`src/rtl/bcd_countdown_timer.sv`:
```
// Multi-digit BCD countdown timer: keypad digits shift in, count decrements per enabled clock.
// Optional macro TIMER_MMSS_EN makes digits 1:0 a seconds field (digit 1 wraps 0 -> 5).
module bcd_countdown_timer #(
    parameter int NUM_DIGITS = 4
) (
    input  logic                    clk,
    input  logic                    clearn,
    input  logic [3:0]              data,
    input  logic                    loadn,
    input  logic                    EN,
    output logic [4*NUM_DIGITS-1:0] digits,
    output logic                    zero,
    output logic                    done,
    output logic                    running,
    output logic                    err
);

    logic [4*NUM_DIGITS-1:0] r_digits;
    logic                    r_zero;
    logic                    r_done;
    logic                    r_err;

    logic [4*NUM_DIGITS-1:0] w_decDigits;
    logic [4*NUM_DIGITS-1:0] w_nextDigits;
    logic                    w_dataValid;
    logic                    w_dec;

    // Ripple borrow from digit 0 upward; top-digit borrow-out cannot occur since count is nonzero.
    always_comb begin
        logic w_borrow;
        w_borrow    = 1'b1;
        w_decDigits = r_digits;
        for (int k = 0; k < NUM_DIGITS; k++) begin
            if (w_borrow) begin
                if (r_digits[4*k +: 4] == 4'd0) begin
`ifdef TIMER_MMSS_EN
                    w_decDigits[4*k +: 4] = (k == 1) ? 4'd5 : 4'd9;
`else
                    w_decDigits[4*k +: 4] = 4'd9;
`endif
                    w_borrow = 1'b1;
                end else begin
                    w_decDigits[4*k +: 4] = r_digits[4*k +: 4] - 4'd1;
                    w_borrow = 1'b0;
                end
            end
        end
    end

    assign w_dataValid = (data <= 4'd9);
    assign w_dec       = loadn && EN && !r_zero;

    always_comb begin
        w_nextDigits = r_digits;
        if (!loadn) begin
            if (w_dataValid) begin
                w_nextDigits = {r_digits[4*NUM_DIGITS-5:0], data};
            end
        end else if (w_dec) begin
            w_nextDigits = w_decDigits;
        end
    end

    always_ff @(posedge clk) begin
        if (!clearn) begin
            r_digits <= '0;
            r_zero   <= 1'b1;
            r_done   <= 1'b0;
            r_err    <= 1'b0;
        end else begin
            r_digits <= w_nextDigits;
            r_zero   <= (w_nextDigits == '0);
            r_done   <= w_dec && (w_decDigits == '0);
            r_err    <= !loadn && !w_dataValid;
        end
    end

    assign digits  = r_digits;
    assign zero    = r_zero;
    assign done    = r_done;
    assign err     = r_err;
    assign running = EN && !r_zero && loadn;

endmodule

```
`config.mk`:
```
export PLATFORM = sky130hd
export DESIGN_NAME = bcd_countdown_timer
export DESIGN_NICKNAME = d
export VERILOG_FILES = /design/src/rtl/bcd_countdown_timer.sv
export SDC_FILE = /design/constraint.sdc
export NUM_CORES = 1
export LEC_CHECK = 0
export ABC_AREA = 0
export CAP_MARGIN = 20
export CORE_ASPECT_RATIO = 0.6
export CORE_MARGIN = 1
export CORE_UTILIZATION = 27
export CTS_BUF_LIST = sky130_fd_sc_hd__clkbuf_2 sky130_fd_sc_hd__clkbuf_4 sky130_fd_sc_hd__clkbuf_8
export DETAILED_ROUTE_END_ITERATION = 8
export GPL_TIMING_DRIVEN = 0
export SETUP_SLACK_MARGIN = 0.15
export SLEW_MARGIN = 25
export SYNTH_ARGS = -nofsm -noshare
export SYNTH_HDL_FRONTEND = slang
export SYNTH_SLANG_ARGS = --single-unit
```
`constraint.sdc`:
```
create_clock -name clk -period 2.15 [get_ports clk]
set_clock_uncertainty 0.1 [all_clocks]
set_input_delay 0.43 -clock clk [delete_from_list [all_inputs] [get_ports clk]]
set_output_delay 0.43 -clock clk [all_outputs]
set_load 0.01 [all_outputs]
```
-- Yosys cells after proc, flatten, opt, wreduce, memory -nomap -nowiden
Cells that the tools add are included.
- $add $sub $neg: 4
- multipliers: 0
- divide/modulo/power cells: 0
- magnitude comparators: 1
- eq/ne operators: 0
- shift-type cells: 0
- muxes and demuxes: 15
- bitwise operators: 0
- reductions and logical operators: 15
- operators with widths (kind ; number):
    16-bit two-way mux ; 3
    16-bit zero test ; 2
    4-bit two-way mux ; 7
    4-bit zero test ; 4
    4-bit by 1-bit subtractor with 4-bit output (second input constant) ; 4
    1-bit logical AND ; 6
    1-bit two-way mux ; 5
    4-bit <= comparator (second input constant) ; 1
    1-bit zero test ; 3
- register bits: 19
- bits in latches: 0
- memory bits (writable): 0
- bits in read-only memories: 0
- input bits: 8
- output and inout bits: 20
- word-level logic and storage cells: 39
- memories kept: 0

-- Depth between registers and ports, before layout
Gate-level depths: netlist of run 1.
- depth in word-level cells: 8
- depth in mapped cells: 8
- mapped depth without buffers: 7

-- Worst setup path after synthesis of run 1
Ideal clock, no wire load.
- kind: in2reg
- start point: input data[2]
- end point: register r_zero (netlist: zero)
- library setup time: 84 ps
- data arrival time: 2097 ps
- required time: 1966 ps
- setup slack: -131 ps
- stages on the path: 8
- path buffers: 2
- cells stage by stage: clkbuf_1 -> o21a_1 -> clkbuf_1 -> mux2i_1 -> o221ai_1 -> nor4_1 -> nand4_1 -> o31ai_2
- word-level cells in the longest chain between the ends: 4
- ends and longest elaborated chain (element ; RTL line ; source):
    start: declaration ; 8 ; input logic [3:0] data,
    4-bit <= comparator ; 50 ; assign w_dataValid = (data <= 4'd9);
    16-bit two-way mux * ; 56 ; if (w_dataValid) begin
    16-bit two-way mux * ; 55 ; if (!loadn) begin
    16-bit zero test * ; 72 ; r_zero <= (w_nextDigits == '0);
    end signal: assignment ; 72 ;
    end: declaration ; 19 ; logic r_zero;
Every way passes the cells marked *; elsewhere a longest branch is shown, timed or not.
A chain may end at the register's enable or synchronous reset.

-- Worst setup path after layout of run 1
Same ends and word-level chain as after synthesis.

==> results of run 1 <==
[stage by stage]
step	util [%]	setup slack, ns
4_1_cts	41.2	-0.281
2_1_floorplan	-	0.00846
3_3_place_gp	37.4	-0.877
6_report	44.1	-0.283
3_5_place_dp	37.4	-0.838
5_1_grt	44.1	-0.344
[where the power goes]
group          switching, uW  total (uW)  internal, uW
Sequential              32.5         409           376
Combinational            240         456           216
Clock                    141         286           145
Total                    413        1150           737
[state kept, by name (all words and copies together), names as in the netlist]
signal,count
err,1
zero,1
digits,16
done,1
[cells in the mapped netlist (3+ instances only)]
cell / number / share of area [%]
dfxtp_1: 19 / 27
nand2b_1: 3 / 1.3
o21ai_0: 4 / 1.4
nor2_1: 13 / 3.5
nor4_1: 6 / 2.7
a31oi_1: 6 / 2.7
buf_2: 5 / 1.8
a21oi_1: 4 / 1.4
inv_1: 3 / 0.81
nand2_1: 9 / 2.4
nor2b_1: 3 / 1.3
mux2i_1: 8 / 5.7
nand4_1: 3 / 1.3
o211a_1: 5 / 3.6
a211oi_1: 8 / 4.3
or4_1: 5 / 2.7
clkbuf_1: 11 / 3.0
o21a_1: 3 / 1.6
nor3_1: 6 / 2.2
and2_1: 12 / 5.4
[cells by family after synthesis]
logic type                after synthesis  synth area share, %
buffers and inverters                  21                 6.91
DFF                                    19                 27.3
muxes                                   8                 5.75
AOI/OAI and AO/OA                      48                 26.5
xor gates and xnor gates                2                 1.26
and+or+nand+nor                        75                 32.3
[worst max-delay path, cell delays in order]
cell and delay, ns:
clkbuf_1 0.42, o21a_1 0.20, clkbuf_4 0.23, mux2i_1 0.22
o221ai_1 0.21, nor4_2 0.37, nand4_1 0.19, o31ai_2 0.26
[repair_timing]
action | in CTS | in global routing
hold buffers | 0 | 0
buffers inserted | 9 | 7
setup endpoints to repair | 14 | 14
resized for setup | 18 | 27
pin swaps | 5 | 6
[cell usage in the layout, fill, tap and decap left out, types with 6 or more instances in the layout]
cell type        instances
a211oi_1                 6
a31oi_1                  6
and2_1                  11
buf_4                   15
clkdlybuf4s50_1         22
dfxtp_1                 11
dfxtp_2                  8
mux2i_1                  8
nand2_1                  9
nor2_1                  13
[area by class of cell]
| class | count | area, sq um |
|---|---|---|
| inverters | 3 | 11.3 |
| fillers | 487 | 2660 |
| clock buffers | 4 | 48.8 |
| flip-flops and latches | 19 | 390 |
| multi-input cells | 133 | 1060 |
| repair buffers | 40 | 362 |
| well taps | 63 | 78.8 |
| plain buffers | 18 | 141 |
[layer usage]
layer | share of wire [%] | global-route usage (%) | vias up
met2 | 41 | 24.8 | 72
met1 | 49 | 29.7 | 786
met3 | 9.2 | 4.46 | 7
met4 | 0.99 | 5.19 | 0
li1 | - | - | 751
met5 | 0 | 0 | -
[worst max-delay path by stage]
stage	from	endpoint	depth (start not counted)
floorplan	digits[0]	zero	8
CTS	digits[3]	zero	8
global placement	EN	zero	7
detailed placement	data[3]	zero	8
global route	digits[1]	zero	9
finish	data[2]	zero	8
==> results.json, run 1 <==
{
  "synth-edff-count": 0,
  "avgSynthCellArea_sq_um": 8.06,
  "fin_area_sq_um": 2100,
  "timing.rr.end": "zero",
  "clk_pin_slew_ns": 0.08,
  "drv_slew": 0,
  "worst_pin_slew_ns": 0.552,
  "viasPerCell": 5.77,
  "worstReg2RegStart": "digits[3]",
  "grt_overflow": 0,
  "numPortBuffers": 24,
  "period_share_pct": 113,
  "hpwlAfterDp_microns": 3330,
  "final_cells": 280,
  "drc": 0,
  "cp_max_fo": 10,
  "antenna_left": 0,
  "fp-row-count": 19,
  "track_usage_pct": 18.8,
  "pwr_density_cell_nw_per_um2": 549,
  "core_sq_um": 4750,
  "p_leak_uw": 0.000811,
  "dieArea_sq_um": 5460,
  "start_kind": "primary input",
  "boundaryPins": 28,
  "cap_violations": 0,
  "clock_sinks": 19,
  "grt_pass1_wl_microns": 7730,
  "nets": 226,
  "fp.dieW_microns": 94.8,
  "cts_root_buf": "clkbuf_8",
  "netlist_area_sq_um": 1390,
  "r2r_cells": 8,
  "avgRoutedWirePerCell_microns": 18.3,
  "min_to": "done",
  "hold_path_depth": 3,
  "place_inst": 260,
  "synth_nets": 181,
  "via_count": 1616,
  "clk_path_buf_depth": 2,
  "slew_headroom_pct": 63.2,
  "violations": "negative setup slack",
  "syn_inst": 173,
  "htree_num_levels": 1,
  "numCtsBuffers": 3,
  "rsz0062_at_grt": "yes",
  "ys.flop_type": "dfxtp_1",
  "die_y_microns": 57.7,
  "timing.final.hold_violations": 0,
  "min_path_type": "flip-flop to flip-flop",
  "status": "finished with violations",
  "clock_latency_ns": 0.27,
  "min_period_ns": 2.43,
  "cp_data_required_time_ns": 2.24,
  "firstDrtPassIters": 4,
  "async_reset_ff_share_pct": 0,
  "yosysWarnings": 0,
  "dpl_cell_area_sq_um": 1780,
  "drive_gt1_share_pct": 31.3,
  "setup_viol": 2,
  "synth_seq_cells": 19,
  "hold_start": "digits[0]",
  "worstSetupPathType": "primary input to flip-flop",
  "crit_path_end_kind": "flip-flop",
  "initial_core_util_pct": 29.3,
  "yosysSeqAreaShare_pct": 27.3,
  "drtIter0Drc": 136,
  "grt_antenna_before_repair": 0,
  "worstPathArrival_ns": 2.52,
  "layout_setup_ws_ns": -0.283,
  "diodes": 0,
  "yosysUniqueCellTypes": 47,
  "grt_pass1_vias": 1441,
  "globalplace.congestion": 0.893,
  "r2r_slack_ns": -0.28,
  "fin_setup_tns_ns": -0.308,
  "p_total_uw": 1150,
  "grt_start_max_net_pins": 11,
  "hold_slack_ns": 0.567,
  "area_growth_pct": 50.4,
  "wl_microns": 5130,
  "cts_tree": "built",
  "ir_worst_vdd_mv": 0.278,
  "max_freq_mhz": 411
}
(Power assumes the default switching activity.)
==> run 2: changes to the inputs <==
--- a/config.mk
+++ b/config.mk
@@ -13,6 +13,7 @@
 export CTS_BUF_LIST = sky130_fd_sc_hd__clkbuf_2 sky130_fd_sc_hd__clkbuf_4 sky130_fd_sc_hd__clkbuf_8
 export DETAILED_ROUTE_END_ITERATION = 8
 export GPL_TIMING_DRIVEN = 0
+export RECOVER_POWER = 25
 export SETUP_SLACK_MARGIN = 0.15
 export SLEW_MARGIN = 25
 export SYNTH_ARGS = -nofsm -noshare
==> constraint.sdc (replaced) <==
create_clock -name clk -period 3 [get_ports clk]
set_clock_uncertainty 0.1 [all_clocks]
set_input_delay 0.6 -clock clk [delete_from_list [all_inputs] [get_ports clk]]
set_output_delay 0.6 -clock clk [all_outputs]
set_load 0.01 [all_outputs]
==> results.json, run 2 (same netlist as run 1, synthesis figures left out) <==
{
  "min_to": "done",
  "timing.rr.end": "zero",
  "fp.dieW_microns": 94.8,
  "ir_worst_vdd_mv": 0.174,
  "crit_path_frequent_cell": "nor4_1",
  "hold_slack_ns": 0.564,
  "grt_overflow": 0,
  "final_cell_mix": "19 x dfxtp_1, 15 x clkdlybuf4s50_1, 13 x nor2_1, 12 x and2_1",
  "clk_pin_slew_ns": 0.08,
  "timing.final.hold_violations": 0,
  "area_growth_pct": 28.4,
  "pwr_density_cell_nw_per_um2": 403,
  "r2r_slack_ns": 0.32,
  "hold_path_depth": 2,
  "min_path_type": "flip-flop to flip-flop",
  "initial_core_util_pct": 29.3,
  "numCtsBuffers": 3,
  "hpwlAfterDp_microns": 3310,
  "slew_headroom_pct": 50.1,
  "status": "finished, final reports clean",
  "viasPerCell": 5.75,
  "place_inst": 260,
  "worstReg2RegStart": "digits[1]",
  "final_cells": 264,
  "grt_pass1_wl_microns": 7200,
  "diodes": 0,
  "largest_reg_flops": 16,
  "worst_pin_slew_ns": 0.741,
  "via_count": 1518,
  "nets": 210,
  "avgRoutedWirePerCell_microns": 17.0,
  "max_freq_mhz": 374,
  "clock_sinks": 19,
  "cp_max_fo": 9,
  "cp_data_required_time_ns": 3.03,
  "p_leak_uw": 0.000699,
  "setup_viol": 0,
  "cpMaxStageDelayCell": "nor4_1",
  "path_cells": "clkbuf_1, nor4_1, nand2_1, nor4_1, nor4_2, nand3_1, o31ai_2",
  "drive_gt1_share_pct": 10.9,
  "grt_pass1_vias": 1308,
  "cts_root_buf": "clkbuf_8",
  "antenna_left": 0,
  "clock_latency_ns": 0.26,
  "cts_tree": "built",
  "cp-startpoint": "digits[1]",
  "dpl_cell_area_sq_um": 1710,
  "dieArea_sq_um": 5460,
  "fillers": 511,
  "crit_path_end_kind": "flip-flop",
  "post-cts-setup-buffers": 0,
  "clk_path_buf_depth": 2,
  "drtIter0Drc": 143,
  "r2r_cells": 7,
  "fin_area_sq_um": 1790,
  "htree_num_levels": 1,
  "p_total_uw": 722,
  "firstDrtPassIters": 4,
  "boundaryPins": 28,
  "drc": 0,
  "cap_violations": 0,
  "final_core_util_pct": 37.6,
  "fp-row-count": 19,
  "cp_slowest_stage_delay_ns": 0.72,
  "core_sq_um": 4750,
  "final_common_cell": "dfxtp_1",
  "globalplace.congestion": 0.887,
  "min_period_ns": 2.68,
  "worstSetupPathType": "flip-flop to flip-flop",
  "start_kind": "flip-flop",
  "hold_start": "digits[13]",
  "grt_antenna_before_repair": 0,
  "track_usage_pct": 17.7,
  "rsz0062_at_grt": "no",
  "grt_start_max_net_pins": 12,
  "period_share_pct": 89.2,
  "drv_slew": 0,
  "numPortBuffers": 24,
  "die_y_microns": 57.7,
  "worstPathArrival_ns": 2.70,
  "wl_microns": 4500
}
## run 2: changes by cell type in the layout (fill, tap and decap cells not counted), moves of 3 or more
cell	delta
dfxtp_1	+8
or4_4	-3
dlygate4sd3_1	+8
buf_8	-3
clkdlybuf4s50_1	-7
buf_4	-14
clkbuf_1	+4
or4_1	+3
buf_6	-4
nor4_1	+3
dfxtp_2	-8
## run 2: worst max path at each step
stage,to,slack [ns],cells after the start
2_1_floorplan,zero,0.55,8
3_3_place_gp,zero,-0.19,7
3_5_place_dp,zero,-0.16,8
4_1_cts,zero,0.16,8
5_1_grt,zero,0.21,7
6_report,zero,0.32,7
## run 2: cell type report
class                      count  area, sq um  area share (%)
buffer                        18         87.6            4.90
tap                           63         78.8            4.41
clock buffer                   3         41.3            2.31
sequential                    19          380            21.3
timing repair buffer          24          243            13.6
clock inverter                 1         5.00           0.280
multi-input combinational    133          942            52.7
inverter                       3         11.3           0.629
## run 2: through the flow
step / TNS [ns] / worst slack, ns
4_1_cts: 0 / 0.158
3_3_place_gp: -0.187 / -0.187
5_1_grt: 0 / 0.206
3_5_place_dp: -0.161 / -0.161
2_1_floorplan: 0 / 0.549
6_report: 0 / 0.325
## run 2: metal layers
metal	wire length [microns]	share of wire (%)	global-route usage (%)	vias up
li1	-	-	-	720
met1	2300	51	29.2	693
met2	1590	35	20.8	98
met3	574	13	5.64	7
met4	36	0.80	4.11	0
met5	0	0	0	-
## run 2: worst max-delay path: cells and delay by family, from the launching register on
| kind | cells | cell delay [ns] |
|---|---|---|
| AND/OR/NAND/NOR | 5 | 1.81 |
| flip-flops | 1 | 0.33 |
| buffers and inverters | 1 | 0.25 |
| AO/OA/AOI/OAI | 1 | 0.07 |
## run 2: report_power, final
group	leakage (uW)	total (uW)	internal [uW]	switching [uW]
combinational	0.000517	247	105	142
clock	0.0000255	186	92.7	93.0
sequential	0.000156	289	268	20.6
total	0.000699	722	466	256
## run 2: timing repair
item,4_1_cts,5_1_grt
hold buffers,0,0
endpoints found under the setup margin,1,2
resized for setup,3,5
pin swaps,0,1
==> run 3: changes to the inputs <==
--- a/config.mk
+++ b/config.mk
@@ -8,12 +8,14 @@
 export ABC_AREA = 0
 export CAP_MARGIN = 20
 export CORE_ASPECT_RATIO = 0.6
-export CORE_MARGIN = 1
+export CORE_MARGIN = 2
 export CORE_UTILIZATION = 27
 export CTS_BUF_LIST = sky130_fd_sc_hd__clkbuf_2 sky130_fd_sc_hd__clkbuf_4 sky130_fd_sc_hd__clkbuf_8
 export DETAILED_ROUTE_END_ITERATION = 8
 export GPL_TIMING_DRIVEN = 0
+export PLACE_DENSITY_LB_ADDON = 0.12
 export RECOVER_POWER = 25
+export REMOVE_ABC_BUFFERS = 1
 export SETUP_SLACK_MARGIN = 0.15
 export SLEW_MARGIN = 25
 export SYNTH_ARGS = -nofsm -noshare
==> results.json, run 3 (same netlist as run 1, synthesis figures left out) <==
{
  "hold_start": "digits[13]",
  "drv_slew": 0,
  "multiInputGateArea_sq_um": 952,
  "grt_pass1_wl_microns": 7020,
  "drtIter0Drc": 88,
  "wl_microns": 4430,
  "clock_latency_ns": 0.26,
  "place_inst": 248,
  "via_count": 1456,
  "wl_met2_microns": 1850,
  "cap_violations": 0,
  "cp-startpoint": "EN",
  "grt_antenna_before_repair": 0,
  "final_cell_mix": "19 x dfxtp_1, 15 x clkdlybuf4s50_1, 13 x nor2_1, 12 x and2_1",
  "dr_wl_met3_microns": 310,
  "worstReg2RegStart": "digits[2]",
  "cp_max_fo": 5,
  "drive_gt1_share_pct": 9.57,
  "grt_overflow": 0,
  "period_share_pct": 90.2,
  "rsz0062_at_grt": "yes",
  "track_usage_pct": 15.6,
  "grt_start_max_net_pins": 35,
  "die_y_microns": 59.7,
  "clock_sinks": 19,
  "core_sq_um": 5000,
  "status": "finished, final reports clean",
  "diodes": 0,
  "pwr_density_cell_nw_per_um2": 406,
  "seq_area_sq_um": 380,
  "avgRoutedWirePerCell_microns": 17.4,
  "min_path_type": "flip-flop to flip-flop",
  "p_total_uw": 715,
  "initial_core_util_pct": 27.9,
  "htree_num_levels": 1,
  "timing.final.hold_violations": 0,
  "nets": 197,
  "min_period_ns": 2.71,
  "viasPerCell": 5.73,
  "grt_pass1_vias": 1318,
  "final_common_cell": "dfxtp_1",
  "fillers": 545,
  "globalplace.congestion": 0.873,
  "clk_path_buf_depth": 2,
  "dpl_cell_area_sq_um": 1660,
  "largest_reg_flops": 16,
  "dieArea_sq_um": 5770,
  "clk_pin_slew_ns": 0.08,
  "area_growth_pct": 26.3,
  "p_leak_uw": 0.000682,
  "numPortBuffers": 27,
  "max_freq_mhz": 369,
  "top_layer_used": "met4",
  "drc": 0,
  "fp-row-count": 20,
  "worstSetupPathType": "primary input to output pin",
  "crit_path_end_kind": "output pin",
  "worst_pin_slew_ns": 0.703,
  "worstPathArrival_ns": 2.01,
  "cts_root_buf": "clkbuf_8",
  "numCtsBuffers": 3,
  "setup_viol": 0,
  "start_kind": "primary input",
  "antenna_left": 0,
  "fin_area_sq_um": 1760,
  "fp.dieW_microns": 96.8,
  "boundaryPins": 28,
  "slew_headroom_pct": 52.7,
  "wl_met1_microns": 2250,
  "hpwlAfterDp_microns": 3150,
  "cp_data_required_time_ns": 2.30,
  "ir_worst_vdd_mv": 0.151,
  "final_cells": 254,
  "cts_tree": "built",
  "firstDrtPassIters": 4
}
-- run 3: cell types whose count changed in the layout (fill, tap and decap cells not counted), sizes merged --
| cell | previous run | this run |
|---|---|---|
| clkbuf | 14 | 4 |
| dlygate4sd3 | 8 | 9 |
| buf | 7 | 2 |
| dlymetal6s2s | 1 | 2 |
-- run 3: per-stage QoR --
stage	setup slack, ns	hold slack (ns)	util (%)	TNS, ns
3_5_place_dp	-0.177	0.556	33.1	-0.177
4_1_cts	0.175	0.570	34.4	0
2_1_floorplan	0.787	0.486	-	0
3_3_place_gp	-0.876	0.546	33.2	-2.29
6_report	0.294	0.571	35.2	0
5_1_grt	0.123	0.595	35.2	0
-- run 3: what timing repair did --
action	4_1_cts	5_1_grt
resized for setup	3	7
pin swaps	0	0
hold buffers	0	0
endpoints found under the setup margin	1	2
setup buffers	0	2
-- run 3: path summary, 6_finish.rpt --
check | slack [ns] | to | depth (start not counted)
setup reg to reg | 0.34 | zero | 6
setup / recovery | 0.29 | running | 4
hold reg to reg | 0.57 | done | 2
hold / removal | 0.57 | done | 2
-- run 3: worst max-delay path: stages --
cell             delay (ns)
clkdlybuf4s50_1        0.53
nand3b_1               0.17
inv_1                  0.16
clkdlybuf4s50_1        0.55
-- run 3: metal layers --
layer / vias to the layer above / GRT usage [%]
met5: - / 0
met4: 0 / 3.02
met3: 2 / 3.86
met2: 46 / 23.8
met1: 712 / 22.5
li1: 696 / -
-- run 3: area by class of cell --
class | count | area share [%]
clock buffer | 3 | 2.35
clock inverter | 1 | 0.284
inverter | 3 | 0.640
multi-input combinational | 133 | 54.1
sequential | 19 | 21.6
tap | 66 | 4.69
timing repair buffer | 29 | 16.3
-- run 3: where the power goes --
part,internal [uW],switching (uW),leakage [uW]
logic,101,118,0.000500
registers,268,38.7,0.000156
clock network,92.7,96.3,0.0000255
